$ cat src/rtl/interrupt_controller_if.sv
// Interrupt controller bus: peripheral IRQ lines, CPU acknowledge/vector and register port.
// Clock and reset stay outside as plain ports of the controller.
interface interrupt_controller_if;
  logic [7:0] irq_src_i;
  logic       irq_o;
  logic       inta_i;
  logic [7:0] vector_o;
  logic       vec_valid_o;
  logic [1:0] addr_i;
  logic [7:0] wdata_i;
  logic       we_i;
  logic [7:0] rdata_o;

  modport master (
    output irq_src_i, inta_i, addr_i, wdata_i, we_i,
    input  irq_o, vector_o, vec_valid_o, rdata_o
  );

  modport slave (
    input  irq_src_i, inta_i, addr_i, wdata_i, we_i,
    output irq_o, vector_o, vec_valid_o, rdata_o
  );
endinterface

$ cat src/rtl/interrupt_controller.sv
// Edge-triggered 8-source interrupt controller, fixed lowest-index priority, single in-service level.
// irq_o rises two cycles after a source rises; vec_valid_o strobes the cycle after an acknowledge.
module interrupt_controller #(
  parameter int         N_SRC    = 8,
  parameter logic [7:0] VEC_BASE = 8'h20
) (
  input logic                   clk_i,
  input logic                   rst_i,
  interrupt_controller_if.slave bus
);

  localparam logic [7:0] SPUR_VEC = VEC_BASE + 8'(N_SRC);

  typedef enum logic [1:0] {IDLE, REQ, BUSY} state_t;

  state_t     state, state_nxt;
  logic [7:0] src_q;
  logic       armed;
  logic [7:0] mask;
  logic [7:0] pend;
  logic [7:0] insv;
  logic [7:0] vector_q;
  logic       vec_valid_q;

  logic [7:0] rise;
  logic [7:0] active;
  logic [7:0] pend_wclr;
  logic [7:0] win_onehot;
  logic [2:0] win_idx;
  logic       eoi_wr;
  logic       ack_win;
  logic       ack_spur;
  logic       eoi_take;

  // armed blocks edge detection on the first cycle after reset so that a
  // source held high through reset release is not mistaken for a new edge
  assign rise      = armed ? (bus.irq_src_i & ~src_q) : '0;
  assign active    = pend & ~mask;
  assign pend_wclr = (bus.we_i && bus.addr_i == 2'd1) ? bus.wdata_i : '0;
  assign eoi_wr    = bus.we_i && (bus.addr_i == 2'd3);

  always_comb begin
    win_idx = '0;
    for (int i = N_SRC - 1; i >= 0; i--) begin
      if (active[i]) win_idx = 3'(i);
    end
    win_onehot = 8'b1 << win_idx;
  end

  always_ff @(posedge clk_i or posedge rst_i) begin
    if (rst_i) state <= IDLE;
    else       state <= state_nxt;
  end

  always_comb begin
    state_nxt = state;
    ack_win   = 1'b0;
    ack_spur  = 1'b0;
    eoi_take  = 1'b0;
    case (state)
      IDLE: begin
        ack_spur = bus.inta_i;
        if (active != '0) state_nxt = REQ;
      end
      REQ: begin
        if (bus.inta_i) begin
          if (active != '0) begin
            ack_win   = 1'b1;
            state_nxt = BUSY;
          end else begin
            ack_spur  = 1'b1;
            state_nxt = IDLE;
          end
        end else if (active == '0) begin
          state_nxt = IDLE;
        end
      end
      BUSY: begin
        ack_spur = bus.inta_i;
        if (eoi_wr) begin
          eoi_take  = 1'b1;
          state_nxt = IDLE;
        end
      end
      default: state_nxt = IDLE;
    endcase
  end

  always_ff @(posedge clk_i or posedge rst_i) begin
    if (rst_i) begin
      src_q       <= '0;
      armed       <= 1'b0;
      mask        <= 8'hFF;
      pend        <= '0;
      insv        <= '0;
      vector_q    <= '0;
      vec_valid_q <= 1'b0;
    end else begin
      src_q       <= bus.irq_src_i;
      armed       <= 1'b1;
      vec_valid_q <= ack_win | ack_spur;
      if (bus.we_i && bus.addr_i == 2'd0) mask <= bus.wdata_i;
      // a fresh edge wins over a same-cycle software clear
      pend <= (pend & ~pend_wclr & ~(ack_win ? win_onehot : 8'h00)) | rise;
      if (ack_win)       insv <= win_onehot;
      else if (eoi_take) insv <= '0;
      if (ack_win)       vector_q <= VEC_BASE + {5'b0, win_idx};
      else if (ack_spur) vector_q <= SPUR_VEC;
    end
  end

  always_comb begin
    case (bus.addr_i)
      2'd0:    bus.rdata_o = mask;
      2'd1:    bus.rdata_o = pend;
      2'd2:    bus.rdata_o = insv;
      default: bus.rdata_o = vector_q;
    endcase
  end

  assign bus.irq_o       = (state == REQ);
  assign bus.vector_o    = vector_q;
  assign bus.vec_valid_o = vec_valid_q;

endmodule
$ cat src/flat_wrapper.sv
// flat-port wrapper written by rule: the top's interface ports become plain ports
module interrupt_controller_flat 
#(
  parameter int         N_SRC    = 8,
  parameter logic [7:0] VEC_BASE = 8'h20
)
  (clk_i, rst_i, bus_irq_src_i, bus_inta_i, bus_addr_i, bus_wdata_i, bus_we_i, bus_irq_o, bus_vector_o, bus_vec_valid_o, bus_rdata_o);
  interrupt_controller_if bus_i ();
  input logic clk_i;
  input logic rst_i;
  input wire logic [$bits(bus_i.irq_src_i)-1:0] bus_irq_src_i;
  input wire logic [$bits(bus_i.inta_i)-1:0] bus_inta_i;
  input wire logic [$bits(bus_i.addr_i)-1:0] bus_addr_i;
  input wire logic [$bits(bus_i.wdata_i)-1:0] bus_wdata_i;
  input wire logic [$bits(bus_i.we_i)-1:0] bus_we_i;
  output wire logic [$bits(bus_i.irq_o)-1:0] bus_irq_o;
  output wire logic [$bits(bus_i.vector_o)-1:0] bus_vector_o;
  output wire logic [$bits(bus_i.vec_valid_o)-1:0] bus_vec_valid_o;
  output wire logic [$bits(bus_i.rdata_o)-1:0] bus_rdata_o;
  assign bus_i.irq_src_i = bus_irq_src_i;
  assign bus_i.inta_i = bus_inta_i;
  assign bus_i.addr_i = bus_addr_i;
  assign bus_i.wdata_i = bus_wdata_i;
  assign bus_i.we_i = bus_we_i;
  assign bus_irq_o = bus_i.irq_o;
  assign bus_vector_o = bus_i.vector_o;
  assign bus_vec_valid_o = bus_i.vec_valid_o;
  assign bus_rdata_o = bus_i.rdata_o;
  interrupt_controller #(.N_SRC(N_SRC), .VEC_BASE(VEC_BASE)) u_core (.clk_i(clk_i), .rst_i(rst_i), .bus(bus_i));
endmodule
$ cat config.mk
export PLATFORM = sky130hd
export DESIGN_NAME = interrupt_controller_flat
export DESIGN_NICKNAME = d
export VERILOG_FILES = /design/src/rtl/interrupt_controller_if.sv /design/src/rtl/interrupt_controller.sv /design/src/flat_wrapper.sv
export SDC_FILE = /design/constraint.sdc
export NUM_CORES = 1
export LEC_CHECK = 0
export BUFFER_PORTS_ARGS = -buffer_cell sky130_fd_sc_hd__clkbuf_2
export CORE_ASPECT_RATIO = 1.5
export CORE_UTILIZATION = 59
export DETAILED_ROUTE_END_ITERATION = 8
export PLACE_DENSITY_LB_ADDON = 0.25
export SETUP_SLACK_MARGIN = 0.05
export SYNTH_ARGS = -nofsm -noshare
export SYNTH_HDL_FRONTEND = slang
export SYNTH_SLANG_ARGS = --single-unit
$ cat constraint.sdc
create_clock -name clk_i -period 4.4 [get_ports clk_i]
set_input_delay 0.66 -clock clk_i [delete_from_list [all_inputs] [get_ports clk_i]]
set_output_delay 0.66 -clock clk_i [all_outputs]
set_load 0.03 [all_outputs]
Yosys cells after proc, flatten, opt, wreduce, memory -nomap -nowiden
Cells that the tools add are included.
- bits in registers: 44
- bits of input ports: 22
- output and inout bits: 18
- word-level logic and storage cells: 69
- $add $sub $neg: 1
- equal/unequal tests: 8
- shift operators: 1
- multiplexer cells: 30
- bitwise logic cells: 10
- reduce and logical (&&, ||, !) cells: 11
- operators with widths (cell ; count):
    2-to-1 mux 8 bit ; 7
    bitwise AND 8 bit ; 4
    inverter 8 bit ; 4
    2-to-1 mux 3 bit ; 8
    case mux 8 bit (3 select lines) ; 1
    2-to-1 mux 2 bit ; 5
    zero test 8 bit ; 1
    bitwise OR 8 bit ; 1
    nonzero test 8 bit ; 1
    << shifter 1 x 3 -> 8 bit, first input constant ; 1
    adder 6 x 3 -> 7 bit, first input constant ; 1
    2-to-1 mux 1 bit ; 7
    == test 2 bit, second input constant ; 3
    case mux 2 bit (3 select lines) ; 1
    == test 2 x 1 -> 1 bit, second input constant ; 2
    zero test 2 bit ; 2
    inequality test 2 x 1 -> 1 bit, second input constant ; 2
    nonzero test 2 bit ; 2
    logical AND 1 bit ; 3
    inequality test 3 x 2 -> 1 bit, second input constant ; 1
    AND reduction 3 bit ; 1
    case mux 1 bit (2 select lines) ; 1
    OR reduction 2 bit ; 1
    bitwise OR 1 bit ; 1

Logic depth before layout (Yosys ltp)
- depth in word-level cells: 15
- depth in mapped cells: 6
- depth with buffers taken out: 5

Worst setup path before layout
OpenSTA, ideal clock, no wires.
- path type: input-to-output
- from: in bus_addr_i[1]
- to: out bus_rdata_o[4]
- arrival: 1638 ps
- data required time: 3740 ps
- setup slack: 2102 ps
- stages: 3
- buffers on the path: 1
- path through: buf_2 mux2i_1 o21ai_0
- longest elaborated chain between the ends: 2
- elaborated cells between the ends (all ways): 4
- classes of those cells: eq/ne (2); mux (1); reduce/logical (1)
- RTL lines (item ; line ; RTL):
    start, declared ; flat_wrapper.sv:13 ; input wire logic [$bits(bus_i.addr_i)-1:0] bus_addr_i;
    == test 2 bit (tied with other cells) ; interrupt_controller.sv:113 ; case (bus.addr_i)
    case mux 8 bit (3 select lines) (*) ; interrupt_controller.sv:113 ;
    end, declared ; flat_wrapper.sv:19 ; output wire logic [$bits(bus_i.rdata_o)-1:0] bus_rdata_o;
Every way passes the cells marked *; elsewhere a longest branch is shown, timed or not.

Worst setup path in the final report
- from: in bus_addr_i[0]
- to: out bus_rdata_o[0]
Same word-level chain as after synthesis.

==> impl_metrics.py <==
metrics = {
    "pwr": {
        "total_power_mw": 1.40,
        "powerDensity_nw_per_um2": 584,
        "power_leakage_nw": 1.08,
        "peakVddDrop_mv": 0.374,
    },
    "cts": {
        "numClockSinks": 41,
        "cts_buffer_depth": 2,
        "clkLatencyLatePin_ns": 0.30,
        "cts_resized": 0,
        "cts_tree": "done",
        "postCtsSetupBuffers": 0,
        "numCtsBuffers": 5,
        "cts_hold_buf": 0,
        "clkTransAtPathRegs_ns": 0.08,
        "htree_levels": 2,
        "root_buffer": "clkbuf_8",
    },
    "synth": {
        "ys_warn_count": 0,
        "netlist_area_sq_um": 2100,
        "synthSimpleGateAreaFrac": 0.204,
        "synth_seq_cells": 41,
        "synth_top_cell_area_share": 0.394,
        "ys_top_cells_by_area": "dfrtp_1, dfstp_2, mux2_2",
        "ys_seq_area_frac": 0.494,
        "synthXorXnorAreaFrac": 0,
        "syn_area_per_cell_sq_um": 11.6,
        "yosys.area.top_type": "dfrtp_1",
        "ys_async_sr_fraction": 1.00,
        "synthTopCellsByCount": "dfrtp_1, nand2_1, dfstp_2, mux2_2",
        "synth_fa_ha_area_frac": 0,
        "synth_most_common_cell": "dfrtp_1",
        "ys_types": 52,
        "syn_inst": 180,
        "synth_edf_count": 0,
        "synth_top_family_by_area": "simple AND/OR/NAND/NOR gates",
        "synth_compound_area_frac": 0.146,
        "synth-main-ff-cell": "dfrtp_1",
        "muxShareOfSynthArea": 0.113,
    },
    "critical_path": {
        "end_kind": "output pin",
        "crit_family": "multiplexers",
        "cp_common_cell": "clkbuf_2",
        "path_max_fanout": 13,
        "max_stage_delay_ns": 0.59,
        "path_class": "in2out",
        "cpMaxStageDelayCell": "mux4_1",
        "startpoint_type": "input pin",
        "crit_buf_inv": 2,
        "path_cells": "clkbuf_2, mux4_1, clkbuf_2",
        "critical_path_arrival_ns": 1.74,
        "crit_required_ns": 3.74,
    },
    "placement": {
        "io_buffer_count": 36,
        "dpl_worst_slack_ns": 1.99,
        "place_inst": 253,
        "gp_congestion": 0.845,
        "hpwl_mm": 3.33,
    },
    "grt": {
        "grt_overflow_total": 0,
        "grt_pass1_vias": 1521,
        "grt_first_pass_wirelength_mm": 7.18,
        "antenna_found_initial": 0,
        "grt_usage": 0.270,
        "grt_start_max_net_pins": 42,
    },
    "timing": {
        "worst_pin_slew_ns": 0.782,
        "slew_headroom": 0.476,
        "fin_skew_ns": 0.00569,
        "fin_tns_setup_ns": 0,
        "fin_ws_ns": 2.00,
        "layout_min_cycle_time_ns": 2.40,
        "hold_violations": 0,
        "final-max-slew-violation-count": 0,
        "fmax_mhz": 417,
        "rsz0062_at_grt": "false",
        "setup-violations-final": 0,
        "fin_crit_sh": 0.545,
    },
    "detailed_routing": {
        "drt_iter0_markers": 59,
        "drt-total-wl_mm": 4.57,
        "drt_pre_antenna_iters": 4,
        "drc": 0,
        "vias": 1578,
        "ant_nets": 0,
        "wl_per_cell_um": 17.5,
        "viasPerCell": 6.05,
    },
    "final_layout": {
        "drive_gt1_frac": 0.374,
        "fin_nets": 240,
        "nFillCells": 274,
        "regArea_sq_um": 1040,
        "multi_input_area_sq_um": 985,
        "fin_cells": 261,
        "syn_to_final_growth_pct": 14.3,
        "num_antenna_cells": 0,
    },
    "floorplanning": {
        "die_w_um": 50.7,
        "start_util": 0.619,
        "core_sq_um": 3380,
        "ioPinCount": 40,
        "die_area_sq_um": 3800,
        "dieHeight_um": 75.0,
        "num_rows": 26,
    },
    "run": {
        "maxCapViolCount": 0,
    },
    "outcome": {
        "status": "finished, final reports clean",
    },
    "min_path": {
        "hold_class": "in2async",
    },
}
## through the flow
stage                     hold slack (ns)  cell area [sq um]  utilization
after global placement              0.480               2280        0.675
after global routing                0.468               2390        0.708
after floorplan                     0.471               2100            -
final                               0.452               2390        0.708
after detailed placement            0.494               2280        0.675
after CTS                           0.469               2390        0.708
## worst paths after layout
check	startpoint	end	slack, ns	cells after the start
max	bus_addr_i[0]	bus_rdata_o[0]	2.00	3
min	rst_i	u_core.insv[7]	0.45	3
max reg2reg	u_core.pend[0]	u_core.insv[0]	2.58	4
min reg2reg	u_core.bus.vector_o[5]	u_core.bus.vector_o[5]	0.50	1
max in group asynchronous	rst_i	u_core.mask[6]	3.57	3
min in group clk_i	bus_irq_src_i[2]	u_core.src_q[2]	0.47	1
## layer usage
metal	share of wire	global-route usage
met2	0.53	0.462
met5	0	0
met3	0.043	0.0566
met4	0.026	0.136
met1	0.40	0.322
## sequential cells by signal, indices dropped and copies added, names as in the netlist
| register | flops |
|---|---|
| u_core.armed | 1 |
| u_core.bus.vec_valid_o | 1 |
| u_core.bus.vector_o | 5 |
| u_core.insv | 8 |
| u_core.mask | 8 |
| u_core.pend | 8 |
| u_core.src_q | 8 |
| u_core.state | 2 |
## final cells by class
type                            instances  share of cell area
Clock buffer                            6              0.0303
Clock inverter                          2              0.0162
Timing Repair Buffer                   37              0.0784
Multi-Input combinational cell        127               0.411
Tap cell                               42              0.0219
Sequential cell                        41               0.433
Inverter                                6             0.00940
## worst reg2reg max path, cell delays in order, from the launching register on
cell     delay (ns)
dfrtp_1        0.38
or2b_1         0.38
and4_4         0.24
a21oi_2        0.49
o22ai_1        0.19
## placed cells by master, fill, tap and decap left out, types with 2 or more instances in the layout
cell type,count
dfrtp_1,33
nand2b_1,2
nor2b_1,5
a31oi_1,2
a21oi_2,2
nor2_1,4
o2111ai_1,2
conb_1,4
inv_1,6
a32o_1,3
nand2_1,22
nand3b_1,3
nor2b_2,3
a21o_1,3
mux2_2,8
clkbuf_8,5
o21ai_0,5
a21oi_1,7
nor4_1,2
mux4_2,4
clkbuf_2,36
or2b_4,2
and3b_1,4
dfstp_2,8
mux2i_1,3
nand3_1,5
o22ai_1,7
o21ai_1,2
o211ai_1,2
## cell families (layout without fill, tap and decap cells)
kind of cell / count (synthesis) / after routing
simple gates: 65 / 65
other cells: 2 / 4
compound gates: 42 / 42
mux: 16 / 16
flops: 41 / 41
buf+inv: 14 / 51
## power by group
| part | internal (mW) | leakage [nW] | switching [mW] |
|---|---|---|---|
| logic | 0.215 | 0.549 | 0.319 |
| clock network | 0.170 | 0.0554 | 0.132 |
| registers | 0.476 | 0.476 | 0.0867 |
Note: power is estimated with default switching activity, not from simulation.
